<file path="config.mk">
export PLATFORM = sky130hd
export DESIGN_NAME = store_merge_unit
export DESIGN_NICKNAME = d
export VERILOG_FILES = /design/src/rtl/store_merge_unit_pkg.sv /design/src/rtl/store_merge_unit_byte_lane_merge.sv /design/src/rtl/store_merge_unit.sv
export SDC_FILE = /design/constraint.sdc
export NUM_CORES = 1
export LEC_CHECK = 0
export CAP_MARGIN = 20
export CORE_MARGIN = 5
export CORE_UTILIZATION = 60
export CTS_CLUSTER_SIZE = 8
export DETAILED_ROUTE_END_ITERATION = 10
export DONT_BUFFER_PORTS = 1
export GPL_TIMING_DRIVEN = 0
export PLACE_DENSITY = 0.78
export SYNTH_ARGS = -nofsm -noshare
export SYNTH_HDL_FRONTEND = slang
export SYNTH_HIERARCHICAL = 1
export SYNTH_SLANG_ARGS = --single-unit
</file>
<file path="constraint.sdc">
create_clock -name clk -period 8.2 [get_ports clk]
set_clock_uncertainty 0.15 [all_clocks]
set_input_delay 1.64 -clock clk [delete_from_list [all_inputs] [get_ports clk]]
set_output_delay 1.64 -clock clk [all_outputs]
set_load 0.01 [all_outputs]
</file>
<file path="src/rtl/store_merge_unit_pkg.sv">
// Shared definitions for the store merge unit: access-size codes, control
// states and the request legality check used when a store is accepted.
package store_merge_unit_pkg;

  localparam logic [1:0] SIZE_WORD = 2'b00;
  localparam logic [1:0] SIZE_HALF = 2'b01;
  localparam logic [1:0] SIZE_BYTE = 2'b10;
  localparam logic [1:0] SIZE_RSVD = 2'b11;

  typedef enum logic [2:0] {
    ST_IDLE  = 3'd0,
    ST_READ  = 3'd1,
    ST_WAIT  = 3'd2,
    ST_WRITE = 3'd3,
    ST_DONE  = 3'd4
  } state_t;

  // A request is illegal when its size code is reserved or it is misaligned.
  function automatic logic is_bad_request(input logic [1:0] size, input logic [1:0] addr_lo);
    logic bad;
    case (size)
      SIZE_WORD: bad = (addr_lo != 2'b00);
      SIZE_HALF: bad = addr_lo[0];
      SIZE_BYTE: bad = 1'b0;
      default:   bad = 1'b1;
    endcase
    return bad;
  endfunction

endpackage

</file>
<file path="src/rtl/store_merge_unit_byte_lane_merge.sv">
// Little-endian lane merge: inserts the low byte/halfword of reg_data into the
// selected lane of a memory word; a word store passes reg_data straight through.
module byte_lane_merge
  import store_merge_unit_pkg::*;
(
  input  logic [31:0] word,
  input  logic [31:0] reg_data,
  input  logic [1:0]  size,
  input  logic [1:0]  addr_lo,
  output logic [31:0] merged
);

  // Lane selection from size and the low address bits.
  always_comb begin
    merged = word;
    case (size)
      SIZE_BYTE: begin
        case (addr_lo)
          2'd0:    merged[7:0]   = reg_data[7:0];
          2'd1:    merged[15:8]  = reg_data[7:0];
          2'd2:    merged[23:16] = reg_data[7:0];
          2'd3:    merged[31:24] = reg_data[7:0];
          default: merged        = word;
        endcase
      end
      SIZE_HALF: begin
        if (addr_lo[1]) begin
          merged[31:16] = reg_data[15:0];
        end else begin
          merged[15:0] = reg_data[15:0];
        end
      end
      SIZE_WORD: merged = reg_data;
      default:   merged = word;
    endcase
  end

endmodule

</file>
<file path="src/rtl/store_merge_unit.sv">
// Store merge unit: performs sw directly and sb/sh as read-merge-write against
// a word-wide memory with MEM_LATENCY cycles of read latency.
module store_merge_unit
  import store_merge_unit_pkg::*;
#(
  parameter int MEM_LATENCY = 1
) (
  input  logic        clk,
  input  logic        reset,
  input  logic        start,
  input  logic [1:0]  size,
  input  logic [31:0] addr,
  input  logic [31:0] reg_data,
  input  logic [31:0] mem_rdata,
  output logic [31:0] mem_addr,
  output logic [31:0] mem_wdata,
  output logic        mem_wr,
  output logic        busy,
  output logic        done,
  output logic        err
);

  state_t      state_r;
  state_t      state_s;
  logic        accept_s;
  logic        capture_s;
  logic        err_req_s;
  logic [31:0] aligned_s;
  logic [31:0] merge_word_s;
  logic [31:0] merged_s;

  logic [1:0]  size_r;
  logic [31:0] addr_r;
  logic [31:0] reg_data_r;
  logic [31:0] word_r;
  logic [2:0]  cnt_r;

  logic [31:0] mem_addr_r;
  logic [31:0] mem_wdata_r;
  logic        mem_wr_r;
  logic        busy_r;
  logic        done_r;
  logic        err_r;

  assign mem_addr  = mem_addr_r;
  assign mem_wdata = mem_wdata_r;
  assign mem_wr    = mem_wr_r;
  assign busy      = busy_r;
  assign done      = done_r;
  assign err       = err_r;

  // The capture cycle merges the arriving read data; otherwise the held word.
  assign merge_word_s = capture_s ? mem_rdata : word_r;

  byte_lane_merge u_merge (
    .word     (merge_word_s),
    .reg_data (reg_data_r),
    .size     (size_r),
    .addr_lo  (addr_r[1:0]),
    .merged   (merged_s)
  );

  // Next-state logic; start is only looked at in IDLE.
  always_comb begin
    state_s   = state_r;
    accept_s  = 1'b0;
    capture_s = 1'b0;
    err_req_s = is_bad_request(size, addr[1:0]);
    if (state_r == ST_IDLE) begin
      aligned_s = {addr[31:2], 2'b00};
    end else begin
      aligned_s = {addr_r[31:2], 2'b00};
    end
    case (state_r)
      ST_IDLE: begin
        if (start) begin
          accept_s = 1'b1;
          if (err_req_s) begin
            state_s = ST_DONE;
          end else if (size == SIZE_WORD) begin
            state_s = ST_WRITE;
          end else begin
            state_s = ST_READ;
          end
        end else begin
          state_s = ST_IDLE;
        end
      end
      ST_READ:  state_s = ST_WAIT;
      ST_WAIT: begin
        if (cnt_r == 3'd0) begin
          capture_s = 1'b1;
          state_s   = ST_WRITE;
        end else begin
          state_s = ST_WAIT;
        end
      end
      ST_WRITE: state_s = ST_DONE;
      ST_DONE:  state_s = ST_IDLE;
      default:  state_s = ST_IDLE;
    endcase
  end

  // Control state register.
  always_ff @(posedge clk or posedge reset) begin
    if (reset) begin
      state_r <= ST_IDLE;
    end else begin
      state_r <= state_s;
    end
  end

  // Request latches, read-latency counter and registered memory-side outputs.
  always_ff @(posedge clk or posedge reset) begin
    if (reset) begin
      size_r      <= 2'b00;
      addr_r      <= 32'd0;
      reg_data_r  <= 32'd0;
      word_r      <= 32'd0;
      cnt_r       <= 3'd0;
      mem_addr_r  <= 32'd0;
      mem_wdata_r <= 32'd0;
      mem_wr_r    <= 1'b0;
      busy_r      <= 1'b0;
      done_r      <= 1'b0;
      err_r       <= 1'b0;
    end else begin
      mem_wr_r <= (state_s == ST_WRITE);
      busy_r   <= (state_s != ST_IDLE);
      done_r   <= (state_s == ST_DONE);
      if (state_s == ST_READ || state_s == ST_WAIT || state_s == ST_WRITE) begin
        mem_addr_r <= aligned_s;
      end else begin
        mem_addr_r <= 32'd0;
      end
      if (accept_s) begin
        size_r     <= size;
        addr_r     <= addr;
        reg_data_r <= reg_data;
        err_r      <= err_req_s;
      end
      // A word store writes the raw register value; sb/sh write the merge.
      if (accept_s && state_s == ST_WRITE) begin
        mem_wdata_r <= reg_data;
      end else if (capture_s) begin
        mem_wdata_r <= merged_s;
      end
      if (capture_s) begin
        word_r <= mem_rdata;
      end
      if (state_r == ST_READ) begin
        cnt_r <= 3'(MEM_LATENCY - 1);
      end else if (state_r == ST_WAIT && cnt_r != 3'd0) begin
        cnt_r <= cnt_r - 3'd1;
      end
    end
  end

endmodule

</file>
==> results of run 1 <==
## worst max path at each step
stage | startpoint | endpoint | depth (start not counted)
after floorplan | reset | addr_r[0] | 1
after global placement | reset | word_r[2] | 1
after detailed placement | addr[1] | mem_wdata[6] | 5
after CTS | cnt_r[0] | mem_wdata[21] | 14
after global routing | cnt_r[0] | mem_wdata[21] | 14
final | cnt_r[0] | mem_wdata[21] | 14
## layout make-up
| class | instances | area (sq um) | share of cell area |
|---|---|---|---|
| plain buffers | 49 | 235 | 0.0281 |
| clock buffers | 21 | 470 | 0.0562 |
| clock inverters | 11 | 72.6 | 0.00867 |
| inverters | 16 | 67.6 | 0.00807 |
| multi-input cells | 461 | 3030 | 0.362 |
| flip-flops and latches | 170 | 4250 | 0.508 |
| well taps | 172 | 215 | 0.0257 |
| repair buffers | 1 | 27.5 | 0.00329 |
## state kept, by name, summed over array words and instances, names as in the netlist
name	flops
mem_addr	30
done	1
size_r	2
mem_wdata	32
err	1
word_r	32
addr_r	32
reg_data_r	32
state_r	3
mem_wr	1
cnt_r	3
busy	1
## cell usage after synthesis (2+ instances only)
master	number	share of area
mux2i_1	27	0.036
nand2_1	178	0.088
buf_2	11	0.0073
o32ai_1	2	0.0023
o221a_2	8	0.012
buf_4	4	0.0040
ha_1	2	0.0033
buf_6	3	0.0045
nor2b_1	2	0.0017
a22o_1	10	0.012
dfrtp_1	170	0.56
a21oi_2	2	0.0023
a21oi_1	45	0.030
nand3_1	20	0.013
o22ai_1	2	0.0017
mux2_2	74	0.11
nor2_1	3	0.0015
clkbuf_1	28	0.014
inv_1	16	0.0079
o21ai_1	2	0.0013
a22oi_1	8	0.0079
nand2b_1	5	0.0041
nor3_1	2	0.0013
a221o_1	21	0.028
buf_1	3	0.0015
o21ai_0	27	0.018
a31oi_1	2	0.0017
and2_1	3	0.0025
## layer usage
metal,GRT usage,part of all wire
met1,0.355,0.38
met2,0.434,0.49
met3,0.0940,0.10
met4,0.0973,0.020
met5,0,0
## cell families after synthesis
| kind of cell | after synthesis |
|---|---|
| compound gates | 135 |
| fa+ha+maj | 2 |
| buf+inv | 65 |
| flops | 170 |
| mux | 101 |
| other cells | 1 |
| simple gates | 221 |
## where the power goes
group          internal, uW  switching [uW]  leakage, uW
clock                   409             322     0.000261
combinational           707             915      0.00153
sequential             1250             347      0.00208
total                  2360            1580      0.00387
## worst reg2reg max path: cells and delay by family, from the launching register on
family	cells	cell delay, ps
adders and majority gates	2	440
muxes	2	170
buffers and inverters	4	1430
DFF	1	380
AOI/OAI and AO/OA	2	380
and+or+nand+nor	4	450
## metrics by stage
step	utilization	total power (uW)	hold WS, ps	worst slack (ps)	std cells
after floorplan	-	2740	286	1810	696
after global placement	0.622	3090	302	274	868
after detailed placement	0.626	3200	303	4560	869
after CTS	0.669	3940	319	4730	901
after global routing	0.669	4190	335	4470	901
final	0.669	3950	317	4710	901
==> flow_summary.json, run 1 <==
{
  "synth_fa_ha_area_frac": 0.00330,
  "syn_area_sq_um": 7570,
  "core_sq_um": 12500,
  "fin_nets": 819,
  "slowest_delay_ps": 530,
  "dpl_cell_area_sq_um": 7830,
  "port_buffers": 0,
  "root_buffer": "clkbuf_16",
  "synth.area.mux_share": 0.146,
  "crit_slowest_cell": "buf_1",
  "clk_latency_ps": 420,
  "cpMostUsedCell": "nand2_1",
  "path_clk_slew_ps": 60,
  "via_per_inst": 6.16,
  "antenna_cells": 0,
  "synth_simple_gate_area_frac": 0.123,
  "hold_depth": 2,
  "grt_usage": 0.274,
  "tightest_slew_ps": 939,
  "holdBufCountCts": 0,
  "first_global_vias": 5780,
  "cts_setup_buffers": 0,
  "seq_area_frac_synth": 0.562,
  "synth_edf_count": 0,
  "syn_inst": 695,
  "ys_warn_count": 6,
  "cts_tree": "built",
  "syn_avg_cell_area_sq_um": 10.9,
  "setup_viol": 0,
  "dp.final_hpwl_mm": 14.3,
  "cts.sinks": 170,
  "crit_type": "flip-flop to flip-flop",
  "status": "finished clean",
  "crit_fanout": 10,
  "stdcell_area_sq_um": 8370,
  "cts_resized": 0,
  "drcViolationCount": 0,
  "synth-async-reset-ratio": 1.00,
  "grt-ovfl-total": 0,
  "wire_per_inst_microns": 22.0,
  "routabilityCongestion": 0.844,
  "period_needed_ps": 3490,
  "htreeDepth": 4,
  "drive_above_1_share": 0.192,
  "cp_top_family": "buffers and inverters",
  "wl_mm": 19.8,
  "grt_first_pass_wirelength_mm": 31.0,
  "r2r-end": "mem_wdata[21]",
  "crit_buf_inv": 4,
  "firstDrtPassIters": 6,
  "reg2reg_setup_slack_ps": 4710,
  "start_kind": "flip-flop",
  "die_w_microns": 122,
  "grt_max_degree": 105,
  "start_util": 0.605,
  "maxCapViolations": 0,
  "synth_compound_gate_area_share": 0.126,
  "final_cell_mix": "nand2_1, dfrtp_1, mux2_2",
  "cts_buffers": 17,
  "drv_slew": 0,
  "max_freq_ghz": 0.286,
  "synthFlopType": "dfrtp_1",
  "drt_iter0_markers": 628,
  "ant_nets": 0,
  "hold_path.class": "flip-flop to flip-flop",
  "dieArea_sq_um": 15000,
  "synth_top_family_by_area": "multiplexers",
  "grt_antenna_before_repair": 0,
  "die_y_microns": 122,
  "ir_drop_v": 0.000205,
  "power.density_nw_per_um2": 471,
  "max_slew_margin": 0.369,
  "final_common_cell": "nand2_1",
  "ys_seq_elements": 170,
  "fin_tns_setup_ps": 0,
  "hold_viol": 0,
  "critPathRequiredTime_ps": 8380,
  "via_count": 5551,
  "p_leak_uw": 0.00387,
  "fp-row-count": 41,
  "synth_xor_area_frac": 0,
  "path_cells": "inv_1 > ha_1 > ha_1 > nand4bb_1 > clkbuf_1 > buf_1 > clkbuf_1 > nand2_1 > nand2_1 > mux2i_1 > nand2_1 > o221a_2 > mux2i_1 > o21ai_0",
  "reg2reg_depth": 14,
  "area_delta_synth_final_pct": 10.6,
  "yosysUniqueCellTypes": 43,
  "rsz0062_at_grt": "no",
  "end_kind": "flip-flop",
  "period_share": 0.426,
  "r2r_start": "cnt_r[0]",
  "fill_cells": 1032,
  "arrival_ps": 3680,
  "holdPathEnd": "word_r[0]",
  "pin_count": 169,
  "min_from": "word_r[0]",
  "clk_path_buf_depth": 2
}
Note: power is estimated with default switching activity, not from simulation.
==> run 2, diff against run 1 <==
CORE_UTILIZATION = 58   (was 60)
clock period = 3.01 ns   (was 8.2 ns; I/O delays follow)
==> flow_summary.json, run 2 (synthesis gave the netlist of run 1 again) <==
{
  "crit_slowest_cell": "dfrtp_1",
  "maxCapViolations": 0,
  "grt_max_degree": 46,
  "slowest_delay_ps": 410,
  "r2r_start": "cnt_r[0]",
  "tightest_slew_ps": 805,
  "clk_path_buf_depth": 2,
  "crit_type": "flip-flop to flip-flop",
  "fin_nets": 823,
  "seqPwrFrac": 0.396,
  "wl_mm": 20.1,
  "fill_cells": 992,
  "multi_input_area_sq_um": 3060,
  "grt-ovfl-total": 0,
  "path_cells": "inv_1 > ha_1 > ha_2 > nand4bb_4 > buf_2 > clkbuf_2 > nand2_1 > nand2_1 > mux2i_1 > nand2_1 > o221a_2 > a221o_1",
  "ir_drop_v": 0.000562,
  "endpoint": "mem_wdata[22]",
  "startpoint": "cnt_r[0]",
  "grt_antenna_before_repair": 0,
  "cts_buffers": 17,
  "clk_latency_ps": 420,
  "firstDrtPassIters": 5,
  "core_sq_um": 12700,
  "routabilityCongestion": 0.862,
  "cts_setup_buffers": 0,
  "dp_cells": 873,
  "ant_nets": 0,
  "cts.sinks": 170,
  "pin_count": 169,
  "grt_first_pass_wirelength_mm": 32.1,
  "cts_tree": "built",
  "root_buffer": "clkbuf_16",
  "final_cell_mix": "nand2_1, dfrtp_1, mux2_2",
  "reg2reg_setup_slack_ps": 130,
  "first_global_vias": 5821,
  "clock_power_share": 0.198,
  "drcViolationCount": 0,
  "die_w_microns": 124,
  "drt_iter0_markers": 503,
  "start_util": 0.595,
  "setup_viol": 0,
  "htreeDepth": 4,
  "max_freq_ghz": 0.347,
  "crit_fanout": 10,
  "p_leak_uw": 0.00394,
  "hold_viol": 0,
  "status": "finished clean",
  "grt_usage": 0.263,
  "arrival_ps": 3030,
  "seqCellArea_sq_um": 4250,
  "end_kind": "flip-flop",
  "period_needed_ps": 2880,
  "wire_per_inst_microns": 22.2,
  "drv_slew": 0,
  "switchingPower_uw": 4300,
  "final_common_cell": "nand2_1",
  "die_y_microns": 124,
  "critPathRequiredTime_ps": 3160,
  "period_share": 0.957,
  "dp.final_hpwl_mm": 14.7,
  "max_slew_margin": 0.463,
  "power.density_nw_per_um2": 1290,
  "via_count": 5532,
  "stdcell_count": 905,
  "rsz0062_at_grt": "no",
  "min_from": "start",
  "hold_path.class": "primary input to flip-flop",
  "port_buffers": 0,
  "p_comb_frac": 0.406,
  "via_per_inst": 6.11,
  "swShare": 0.393,
  "drive_above_1_share": 0.206,
  "p_int_uw": 6650,
  "reg2reg_depth": 12,
  "dieArea_sq_um": 15400,
  "dp_slack_ps": -485,
  "cpMostUsedCell": "nand2_1",
  "antenna_cells": 0,
  "worst_slack_ps": 130,
  "fp-row-count": 41,
  "path_clk_slew_ps": 60,
  "start_kind": "flip-flop",
  "area_delta_synth_final_pct": 12.5,
  "r2r-end": "mem_wdata[22]"
}
run 2: cell count changes in the layout (fill, tap and decap cells not counted), sizes merged:
cell | previous run | this run
buf | 22 | 26
clkinv | 7 | 6
clkbuf | 49 | 48
inv | 16 | 15
bufinv | 0 | 2
dlygate4sd3 | 0 | 1
run 2: layer usage:
layer,GRT usage,up-vias,wire length [microns]
met4,0.104,0,531
met2,0.401,282,9550
met3,0.121,40,2420
met5,0,-,0
met1,0.326,2737,7560
li1,-,2473,-
run 2: metrics by stage:
stage	setup TNS, ps	area, sq um	util	hold slack [ps]	total power, uW
after floorplan	0	7580	-	286	7450
after global placement	-123630	7790	0.613	300	8440
after detailed placement	-6700	7880	0.620	308	8720
after CTS	0	8490	0.668	106	10900
after global routing	0	8520	0.669	121	11700
final	0	8520	0.669	120	10900
run 2: layout make-up:
type | instances | share of cell area
Sequential cell | 170 | 0.500
Multi-Input combinational cell | 461 | 0.359
Clock buffer | 21 | 0.0552
Buffer | 48 | 0.0279
Tap cell | 172 | 0.0253
Clock inverter | 11 | 0.0141
Timing Repair Buffer | 6 | 0.0115
Inverter | 16 | 0.00749
run 2: how the worst min path moves through the flow:
stage                 end  slack (ps)  cells after the start
6_report              err         120                      1
5_1_grt               err         120                      1
4_1_cts               err         110                      1
3_5_place_dp   word_r[14]         310                      2
3_3_place_gp    word_r[0]         300                      2
2_1_floorplan   word_r[0]         290                      2
run 2: critical path, delay by kind of cell, from the launching register on:
family	cells	cell delay (ps)
buffers and inverters	3	650
AND/OR/NAND/NOR	4	520
AO/OA/AOI/OAI	2	460
adder cells (fa/ha/maj)	2	410
flip-flops	1	410
multiplexers	1	170
run 2: timing repair:
item,4_1_cts,5_1_grt
endpoints found under the hold margin,13,0
hold buffers,1,0
endpoints found under the setup margin,30,18
gates resized for setup,5,7
cloned,0,0
run 2: power by group through the flow:
stage	sequential [uW]	clock, uW	combinational, uW
after floorplan	4020	0	3430
after global placement	4290	0	4150
final	4330	2170	4450
after detailed placement	4350	0	4370
after CTS	4320	2200	4410
after global routing	4430	2290	4930
